$ cat src/rtl/umi_gpio_pkg.sv
// Shared constants for the UMI GPIO bridge: opcodes, cmd field positions and transfer sizing.
package umi_gpio_pkg;

  localparam logic [4:0] REQ_READ   = 5'h01;
  localparam logic [4:0] RESP_READ  = 5'h02;
  localparam logic [4:0] REQ_WRITE  = 5'h03;
  localparam logic [4:0] RESP_WRITE = 5'h04;
  localparam logic [4:0] REQ_POSTED = 5'h05;

  localparam int unsigned OPCODE_LSB = 0;
  localparam int unsigned OPCODE_W   = 5;
  localparam int unsigned SIZE_LSB   = 5;
  localparam int unsigned SIZE_W     = 3;
  localparam int unsigned LEN_LSB    = 8;
  localparam int unsigned LEN_W      = 8;

  localparam int unsigned OFFSET_W   = 16;
  localparam int unsigned SPACE_BIT  = 16;

  // Transfer length in bytes, clamped to one data beat.
  function automatic int unsigned xfer_bytes(input logic [SIZE_W-1:0] size,
                                             input logic [LEN_W-1:0]  len,
                                             input int unsigned       max_bytes);
    int unsigned b;
    b = (32'(len) + 32'd1) << size;
    return (b > max_bytes) ? max_bytes : b;
  endfunction

endpackage

$ cat src/rtl/umi_gpio_bytesel.sv
// Extracts nbytes bytes of vec starting at byte offset into lane 0 upward; all other lanes
// and any bytes past the end of vec read as zero.
module umi_gpio_bytesel
  import umi_gpio_pkg::*;
#(
  parameter int unsigned VW = 384,
  parameter int unsigned DW = 256
) (
  input  logic [VW-1:0]          vec,
  input  logic [OFFSET_W-1:0]    offset,
  input  logic [$clog2(DW/8):0]  nbytes,
  output logic [DW-1:0]          data
);

  localparam int unsigned XW = (VW > DW) ? VW : DW;

  logic [XW-1:0] shifted;
  logic          unused_shifted;

  // Shifting past the top of vec naturally zero-fills out-of-range bytes.
  always_comb begin
    shifted = XW'(vec) >> {offset, 3'b000};
    data    = '0;
    for (int i = 0; i < DW / 8; i++) begin
      data[8*i +: 8] = (i < int'(nbytes)) ? shifted[8*i +: 8] : 8'h00;
    end
  end

  assign unused_shifted = ^shifted;

endmodule

$ cat src/rtl/umi_gpio_core.sv
// UMI device endpoint driving a registered GPIO output bank and sampling a GPIO input bank.
// Define UMI_GPIO_OUT_READBACK_EN to let reads with dstaddr[16]=1 return gpio_out.
module umi_gpio_core
  import umi_gpio_pkg::*;
#(
  parameter int unsigned DW     = 256,
  parameter int unsigned AW     = 64,
  parameter int unsigned CW     = 32,
  parameter int unsigned IWIDTH = 384,
  parameter int unsigned OWIDTH = 128
) (
  input  logic              clk,
  input  logic              reset,
  input  logic              udev_req_valid,
  output logic              udev_req_ready,
  input  logic [CW-1:0]     udev_req_cmd,
  input  logic [AW-1:0]     udev_req_dstaddr,
  input  logic [AW-1:0]     udev_req_srcaddr,
  input  logic [DW-1:0]     udev_req_data,
  output logic              udev_resp_valid,
  input  logic              udev_resp_ready,
  output logic [CW-1:0]     udev_resp_cmd,
  output logic [AW-1:0]     udev_resp_dstaddr,
  output logic [AW-1:0]     udev_resp_srcaddr,
  output logic [DW-1:0]     udev_resp_data,
  input  logic [IWIDTH-1:0] gpio_in,
  output logic [OWIDTH-1:0] gpio_out
);

  localparam int unsigned NB = DW / 8;
  localparam int unsigned NW = $clog2(NB) + 1;
  localparam int unsigned WW = (OWIDTH > DW) ? OWIDTH : DW;
  localparam int unsigned BW = (OWIDTH / 8 > NB) ? OWIDTH / 8 : NB;

  logic [OPCODE_W-1:0] opcode;
  logic [OFFSET_W-1:0] offset;
  logic [NW-1:0]       nbytes;
  logic                accept, is_read, is_write, is_posted;
  logic [DW-1:0]       rd_data;

  assign opcode    = udev_req_cmd[OPCODE_LSB +: OPCODE_W];
  assign offset    = udev_req_dstaddr[OFFSET_W-1:0];
  assign nbytes    = NW'(xfer_bytes(udev_req_cmd[SIZE_LSB +: SIZE_W],
                                    udev_req_cmd[LEN_LSB +: LEN_W], NB));
  assign is_read   = (opcode == REQ_READ);
  assign is_write  = (opcode == REQ_WRITE);
  assign is_posted = (opcode == REQ_POSTED);

  // One-entry response register: a new request may land as the old response drains.
  assign udev_req_ready = !udev_resp_valid || udev_resp_ready;
  assign accept         = udev_req_valid && udev_req_ready;

  logic [DW-1:0] in_data;

  umi_gpio_bytesel #(.VW(IWIDTH), .DW(DW)) u_sel_in (
    .vec    (gpio_in),
    .offset (offset),
    .nbytes (nbytes),
    .data   (in_data)
  );

`ifdef UMI_GPIO_OUT_READBACK_EN
  logic [DW-1:0] out_data;

  umi_gpio_bytesel #(.VW(OWIDTH), .DW(DW)) u_sel_out (
    .vec    (gpio_out),
    .offset (offset),
    .nbytes (nbytes),
    .data   (out_data)
  );

  assign rd_data = udev_req_dstaddr[SPACE_BIT] ? out_data : in_data;
`else
  assign rd_data = in_data;
`endif

  // Write merge: lane-aligned data and byte mask shifted up to the GPIO byte offset.
  logic [NB-1:0]     lane_mask;
  logic [BW-1:0]     bmask_wide;
  logic [WW-1:0]     wdata_wide;
  logic [OWIDTH-1:0] wmask, wdata, gpio_out_d;

  always_comb begin
    lane_mask = '0;
    for (int i = 0; i < int'(NB); i++) begin
      lane_mask[i] = (i < int'(nbytes));
    end
    bmask_wide = BW'(lane_mask) << offset;
    wdata_wide = WW'(udev_req_data) << {offset, 3'b000};
    wdata      = wdata_wide[OWIDTH-1:0];
    wmask      = '0;
    for (int j = 0; j < int'(OWIDTH / 8); j++) begin
      wmask[8*j +: 8] = {8{bmask_wide[j]}};
    end
    gpio_out_d = (gpio_out & ~wmask) | (wdata & wmask);
  end

  always_ff @(posedge clk) begin
    if (reset) begin
      gpio_out          <= '0;
      udev_resp_valid   <= 1'b0;
      udev_resp_cmd     <= '0;
      udev_resp_dstaddr <= '0;
      udev_resp_srcaddr <= '0;
      udev_resp_data    <= '0;
    end else begin
      if (accept && (is_write || is_posted)) begin
        gpio_out <= gpio_out_d;
      end
      if (accept && (is_read || is_write)) begin
        udev_resp_valid   <= 1'b1;
        udev_resp_cmd     <= {udev_req_cmd[CW-1:OPCODE_W], is_read ? RESP_READ : RESP_WRITE};
        udev_resp_dstaddr <= udev_req_srcaddr;
        udev_resp_srcaddr <= udev_req_dstaddr;
        udev_resp_data    <= is_read ? rd_data : '0;
      end else if (udev_resp_ready) begin
        udev_resp_valid <= 1'b0;
      end
    end
  end

  logic unused_bits;
  assign unused_bits = ^{udev_req_dstaddr[AW-1:OFFSET_W], wdata_wide, bmask_wide};

endmodule

$ cat config.mk
export PLATFORM = sky130hd
export DESIGN_NAME = umi_gpio_core
export DESIGN_NICKNAME = d
export VERILOG_FILES = /design/src/rtl/umi_gpio_pkg.sv /design/src/rtl/umi_gpio_bytesel.sv /design/src/rtl/umi_gpio_core.sv
export SDC_FILE = /design/constraint.sdc
export NUM_CORES = 2
export LEC_CHECK = 0
export CORE_AREA = 8 8 521 523
export DETAILED_ROUTE_END_ITERATION = 10
export DIE_AREA = 0 0 529 531
export GPL_TIMING_DRIVEN = 0
export PLACE_DENSITY = 0.38
export SYNTH_ARGS = -nofsm -noshare
export SYNTH_HDL_FRONTEND = slang
export SYNTH_SLANG_ARGS = --single-unit
$ cat constraint.sdc
create_clock -name clk -period 5.91 [get_ports clk]
set_clock_uncertainty 0.1 [all_clocks]
set_input_delay 0.591 -clock clk [delete_from_list [all_inputs] [get_ports clk]]
set_output_delay 0.591 -clock clk [all_outputs]
set_load 0.03 [all_outputs]
; After elaboration in Yosys (flattened, before gate mapping)
; Cells that the tools add are included.
[word_totals]
register_bits = 545
wordCells = 96
[classes]
reduce_logical = 8
order_cmp = 33
eq_ne = 3
addsub = 1
muxes = 37
bitwise = 4
n_shift = 4
[op_table]
columns = op, n
row1 = $shr 384x19->256, 1
row2 = $and 128x128->128, 2
row3 = $mux 256, 1
row4 = $mux 8, 32
row5 = $shl 256x19->128, 1
row6 = $not 128->128, 1
row7 = $or 128x128->128, 1
row8 = $lt 5x6->1 const A, 16
row9 = $lt 4x6->1 const A, 8
row10 = $gt 32x6->1 const B, 1
row11 = $shl 32x16->16, 1
row12 = $shl 9x3->32, 1
row13 = $lt 3x6->1 const A, 4
row14 = $lt 1x6->1 const A, 2
row15 = $lt 2x6->1 const A, 2
row16 = $add 8x1->9 const B, 1
row17 = $mux 6, 1
row18 = $eq 5x1->1 const B, 1
row19 = $eq 5x2->1 const B, 1
row20 = $eq 5x3->1 const B, 1
row21 = $logic_and 1x1->1, 3
row22 = $logic_or 1x1->1, 3
row23 = $mux 3, 1
row24 = $mux 1, 2
row25 = other kinds (2), 2

; Depth between registers and ports, before layout
[logic_depth]
ltp_word = 9
mapped_depth = 15
mapped_depth_nobuf = 10

; Cells and area by module
; From an unflattened synthesis, not the netlist that was laid out.
[unflattened]
hier_cells = 6348
area_unflattened_um2 = 49992.9
[by_module_without_submodules]
columns = module, area_each_um2, n_inst, cells_per_inst, seq_area_each_um2
row1 = umi_gpio_core, 26226.4, 1, 3307, 10850.4
row2 = umi_gpio_bytesel, 23766.5, 1, 3041, 0.0

; Worst setup path after synthesis
; Ideal clock, no wire load.
[synth_path]
kind = input -> register
start = in udev_req_cmd[8]
end = reg (tool-made name)
path_buffers = 2
slack_ns = 2.216
stages = 12
setup_time_ns = 0.128
arrival_ns = 3.467
path_cell_list = ha_1 -> clkbuf_1 -> or3b_1 -> o2111ai_1 -> nor2_2 -> buf_6 -> or3_4 -> a221oi_2 -> a211oi_2 -> o41ai_4 -> mux2i_1 -> nor2_1
[synth_lines]
columns = item, line_no
row1 = from (decl), umi_gpio_core.sv:16  ; input logic [CW-1:0] udev_req_cmd,

; Final worst setup path
[layout_path]
start = in udev_req_dstaddr[2]
end = reg udev_resp_data[5]
[layout_between]
elab_chain_len = 3
[layout_lines]
columns = item, line_no
row1 = from (decl), umi_gpio_core.sv:17  ; input logic [AW-1:0] udev_req_dstaddr,
row2 = $shr 384x19->256, umi_gpio_bytesel.sv:22  ; shifted = XW'(vec) >> {offset, 3'b000};
row3 = $mux 8, umi_gpio_bytesel.sv:25  ; data[8*i +: 8] = (i < int'(nbytes)) ? shifted[8*i +: 8] : 8'h00;
row4 = $mux 256, umi_gpio_core.sv:115  ; udev_resp_data <= is_read ? rd_data : '0;
row5 = to (signal assigned), umi_gpio_core.sv:115
row6 = to (decl), umi_gpio_core.sv:25  ; output logic [DW-1:0] udev_resp_data,
; No other way between the ends.
; A chain may end at the register's enable or synchronous reset.

==> metrics list <==
- Power comes to 13.3 mW.
- The H-tree was split into 3 levels.
* Syn Inst Count: 5947
* Total die area: 281000 um2
- Pwr/cell area: 200 nW/um2
* Post-route DRC: 0
* Cell count after placement: 10.8k
* Final cell count without fillers: 11.0k
* Maximum clock frequency: 0.154 GHz
- In this run the worst hold path is classified as in2reg.
- Routed len/inst: 60.9 um
* Sw Pwr: 5.78 mW
- DP HPWL: 571 mm
- Max Transition Viols Final: 254
* Number of max-cap violations: 36
- Clock transition time at the flip-flop clock pins of the worst setup and hold paths: 0.06 ns
- Tot GR Track Use: 45.2%
- Most used flip-flop cell after synthesis: sky130_fd_sc_hd__dfxtp_1
- STA puts the critical path data required time at 6.44 ns.
- TritonCTS built the clock tree.
- Setup repair after global routing missed its margin: yes
- Core ar.: 263000 um2
* Maximum fanout along the worst path: 10
- Post-route setup slack: -0.585 ns
* Effective utilization at floorplan: 17.2%
* Delay contributed by the slowest stage of the critical path: 1.42 ns
* FFs w/ async S/R, synth: 0%
- Measured along the y axis, the die boundary spans 531 um.
* Master of the slowest instance on the critical path: sky130_fd_sc_hd__a221oi_1
- The clock net in this run drives a total of 542 sinks.
- Final setup viols: 71
- Power share of the sequential group: 27.8%
- CP cell instances: clkbuf_1 > inv_2 > clkbuf_2 > clkbuf_1 > mux2i_1 > nor2_1 > a221oi_1 > a21oi_1 > a32oi_1 > o21ai_0
- Dividing the detail-routed via count by the number of cells gives 6.05.
* Root Buffer Master: sky130_fd_sc_hd__clkbuf_16
- Category of cells accounting for the largest share of critical-path delay: buffers and inverters
- The number of failing hold endpoints at the final stage is 0.
- Share of cells above drive strength 1: 12.5%
* Count of filler cells inserted in the layout: 29.3k
* Combinational share of power: 37.8%
* Maximum resistive drop on vdd: 0.218 mV
- Area of the multi-input gates: 32400 um2
- Hold is met by 0.111 ns.
- Nets@finish: 8113
- Via count: 66.5k
* TritonCTS Buffers: 71
- Pint: 7.48 mW
- Length of the first detailed-routing pass in iterations: 8
- Summing the sequential cell areas from Yosys gives 24.0% of the chip area.
- Initial antenna violation count: 173
* Static leakage: 22.5 nW
- STA classifies the critical path endpoint as a flop.
- Worst slack at placement: -2.13 ns
- Yosys mapped a number of flops with a built-in enable equal to 0.
* Number of buffer and inverter stages on the critical path: 4
* Die Span X: 529 um
- CP Class: in2reg
* Remaining Overflow, GRT: 0
- Row count: 189
* Shortest clock period the worst path allows after layout: 6.49 ns
- First-pass GRT wire length: 807 mm
* Top-level port count: 1350
- Clock network latency to the later pin of the worst-skew pair: 0.73 ns
* Post-detailed-route count of antenna-violating nets: 0
- The via count of the first global-routing pass came to 61.2k.
- The count of buffers added on input and output ports is 1210.
- Entering global routing, the biggest net connects 13 pins.
- The first routing iteration left 9786 violations.
* Startpoint class of the critical path: primary input
- Buffers from clock root to sink, at most: 3
- The worst pin sits at a relative slew slack of -15.2%.
* Post-synthesis average cell area: 7.60 um2
- Cells fill 25.1% of the core in the end.
- Of the available clock period, the critical path in the final layout requires 110%.
- Net switching share of the total power: 43.6%
- The area growth from synthesis to layout is 46.4%.
* Number of different library cells in the post-synthesis netlist: 92
* Total wirelength of the detailed-routed design: 670 mm
- Warnings, synthesis: 0
- Routability congestion estimate from global placement: 1.10
- The synthesized netlist occupies a cell area of 45200 um2.
- The clock network burns 34.5% of the power.
* Worst Path Arrival: 7.03 ns
- Cell mode on critical path: sky130_fd_sc_hd__clkbuf_1
* Post-synthesis register bit count: 542
- Register cell area after layout: 10900 um2
* Violations in the final reports: max-capacitance violations, max-slew violations, negative setup slack
- The run finished, with violations left.
- At the pin with the least slew margin, the transition time is 1.73 ns.
-- stage by stage --
step | setup TNS, ns | cell area (um2)
CTS | 0 | 65700
floorplan | 0 | 45200
global placement | -501.22 | 61700
finish | -13.87 | 66200
global route | -0.00375 | 66000
detailed placement | -189.48 | 63200
-- power groups by stage --
stage	registers (mW)	logic, mW	clock network, mW
4_1_cts	3.68	4.65	4.66
6_report	3.68	5.00	4.57
2_1_floorplan	3.79	1.51	0
5_1_grt	3.68	4.77	4.76
3_3_place_gp	3.76	4.58	0
3_5_place_dp	3.76	4.62	0
-- worst paths after layout --
path / end / depth (start not counted) / startpoint / slack [ns]
setup reg to reg: flop / 8 / udev_resp_valid$_SDFFE_PP0P_ / 1.03
setup / recovery: udev_resp_data[5]$_SDFFE_PP0P_ / 10 / udev_req_dstaddr[2] / -0.58
hold reg to reg: udev_resp_data[70]$_SDFFE_PP0P_ / 2 / udev_resp_data[70]$_SDFFE_PP0P_ / 0.35
hold / removal: udev_resp_cmd[12]$_SDFFE_PP0P_ / 3 / udev_req_cmd[12] / 0.11
-- tightest hold or removal path: stages --
cell and delay, ns:
sky130_fd_sc_hd__buf_2 0.17, sky130_fd_sc_hd__nand2_1 0.09, sky130_fd_sc_hd__a21oi_1 0.05
-- repair_timing --
| action | CTS | global route |
|---|---|---|
| pin swaps | 0 | 2 |
| buffers inserted | 0 | 2 |
| gates resized for setup | 69 | 25 |
| endpoints found under the setup margin | 97 | 55 |
| hold buffers | 0 | 0 |
-- logic make-up after synthesis --
| logic type | after synthesis | share of synthesized area (%) |
|---|---|---|
| AO/OA/AOI/OAI | 1784 | 25.2 |
| XOR/XNOR | 5 | 0.114 |
| flip-flops | 542 | 24.0 |
| other | 1 | 0.00830 |
| adder cells (fa/ha/maj) | 2 | 0.0526 |
| buffers and inverters | 622 | 5.41 |
| multiplexers | 777 | 24.7 |
| AND/OR/NAND/NOR | 2214 | 20.6 |
-- cells in the final DEF (no fill, tap or decap), types with 25 or more instances in the layout --
cell type,n
sky130_fd_sc_hd__a211oi_1,127
sky130_fd_sc_hd__a21oi_1,637
sky130_fd_sc_hd__a21oi_2,25
sky130_fd_sc_hd__a22o_1,38
sky130_fd_sc_hd__a22oi_1,160
sky130_fd_sc_hd__a31oi_1,34
sky130_fd_sc_hd__and2_1,28
sky130_fd_sc_hd__and3_1,32
sky130_fd_sc_hd__buf_1,61
sky130_fd_sc_hd__buf_2,106
sky130_fd_sc_hd__buf_4,31
sky130_fd_sc_hd__clkbuf_1,336
sky130_fd_sc_hd__clkbuf_16,72
sky130_fd_sc_hd__clkbuf_2,92
sky130_fd_sc_hd__clkdlybuf4s50_1,1210
sky130_fd_sc_hd__dfxtp_1,542
sky130_fd_sc_hd__diode_2,106
sky130_fd_sc_hd__mux2_2,96
sky130_fd_sc_hd__mux2i_1,403
sky130_fd_sc_hd__mux4_2,260
sky130_fd_sc_hd__nand2_1,1226
sky130_fd_sc_hd__nand3_1,80
sky130_fd_sc_hd__nor2_1,534
sky130_fd_sc_hd__nor2b_1,36
sky130_fd_sc_hd__nor3_1,138
sky130_fd_sc_hd__o211ai_1,91
sky130_fd_sc_hd__o21ai_0,261
sky130_fd_sc_hd__o22a_1,31
sky130_fd_sc_hd__o22ai_1,91
sky130_fd_sc_hd__o31ai_1,27
sky130_fd_sc_hd__or3_1,30
-- metal layers --
layer	share of wire, %	track usage, %	vias up
met4	9.6	34.4	92
met2	40	64.7	6040
met5	0.097	0.0169	-
li1	-	-	24800
met3	11	19.5	1776
met1	39	53.1	33800
-- layout make-up --
cell class | instances | area share, %
Timing Repair Buffer | 1286 | 19.9
Clock buffer | 104 | 3.10
Buffer | 605 | 4.06
Clock inverter | 24 | 0.439
Inverter | 17 | 0.0964
Sequential cell | 542 | 16.4
Antenna cell | 106 | 0.401
Multi-Input combinational cell | 4785 | 48.9
Tap cell | 3533 | 6.68
-- synthesized netlist by cell type (all sizes together) (80+ instances only) --
cell type	number	area share, %
a211oi	133	2.2
a21oi	663	7.3
a22oi	160	2.7
buf	199	1.9
clkbuf	406	3.4
dfxtp	542	24
mux2	97	2.4
mux2i	420	9.3
mux4	260	13
nand2	1226	10
nand3	80	0.89
nor2	542	4.5
nor3	157	1.8
o211ai	91	1.5
o21ai	287	3.2
o22ai	94	1.3
(Power assumes the default switching activity.)
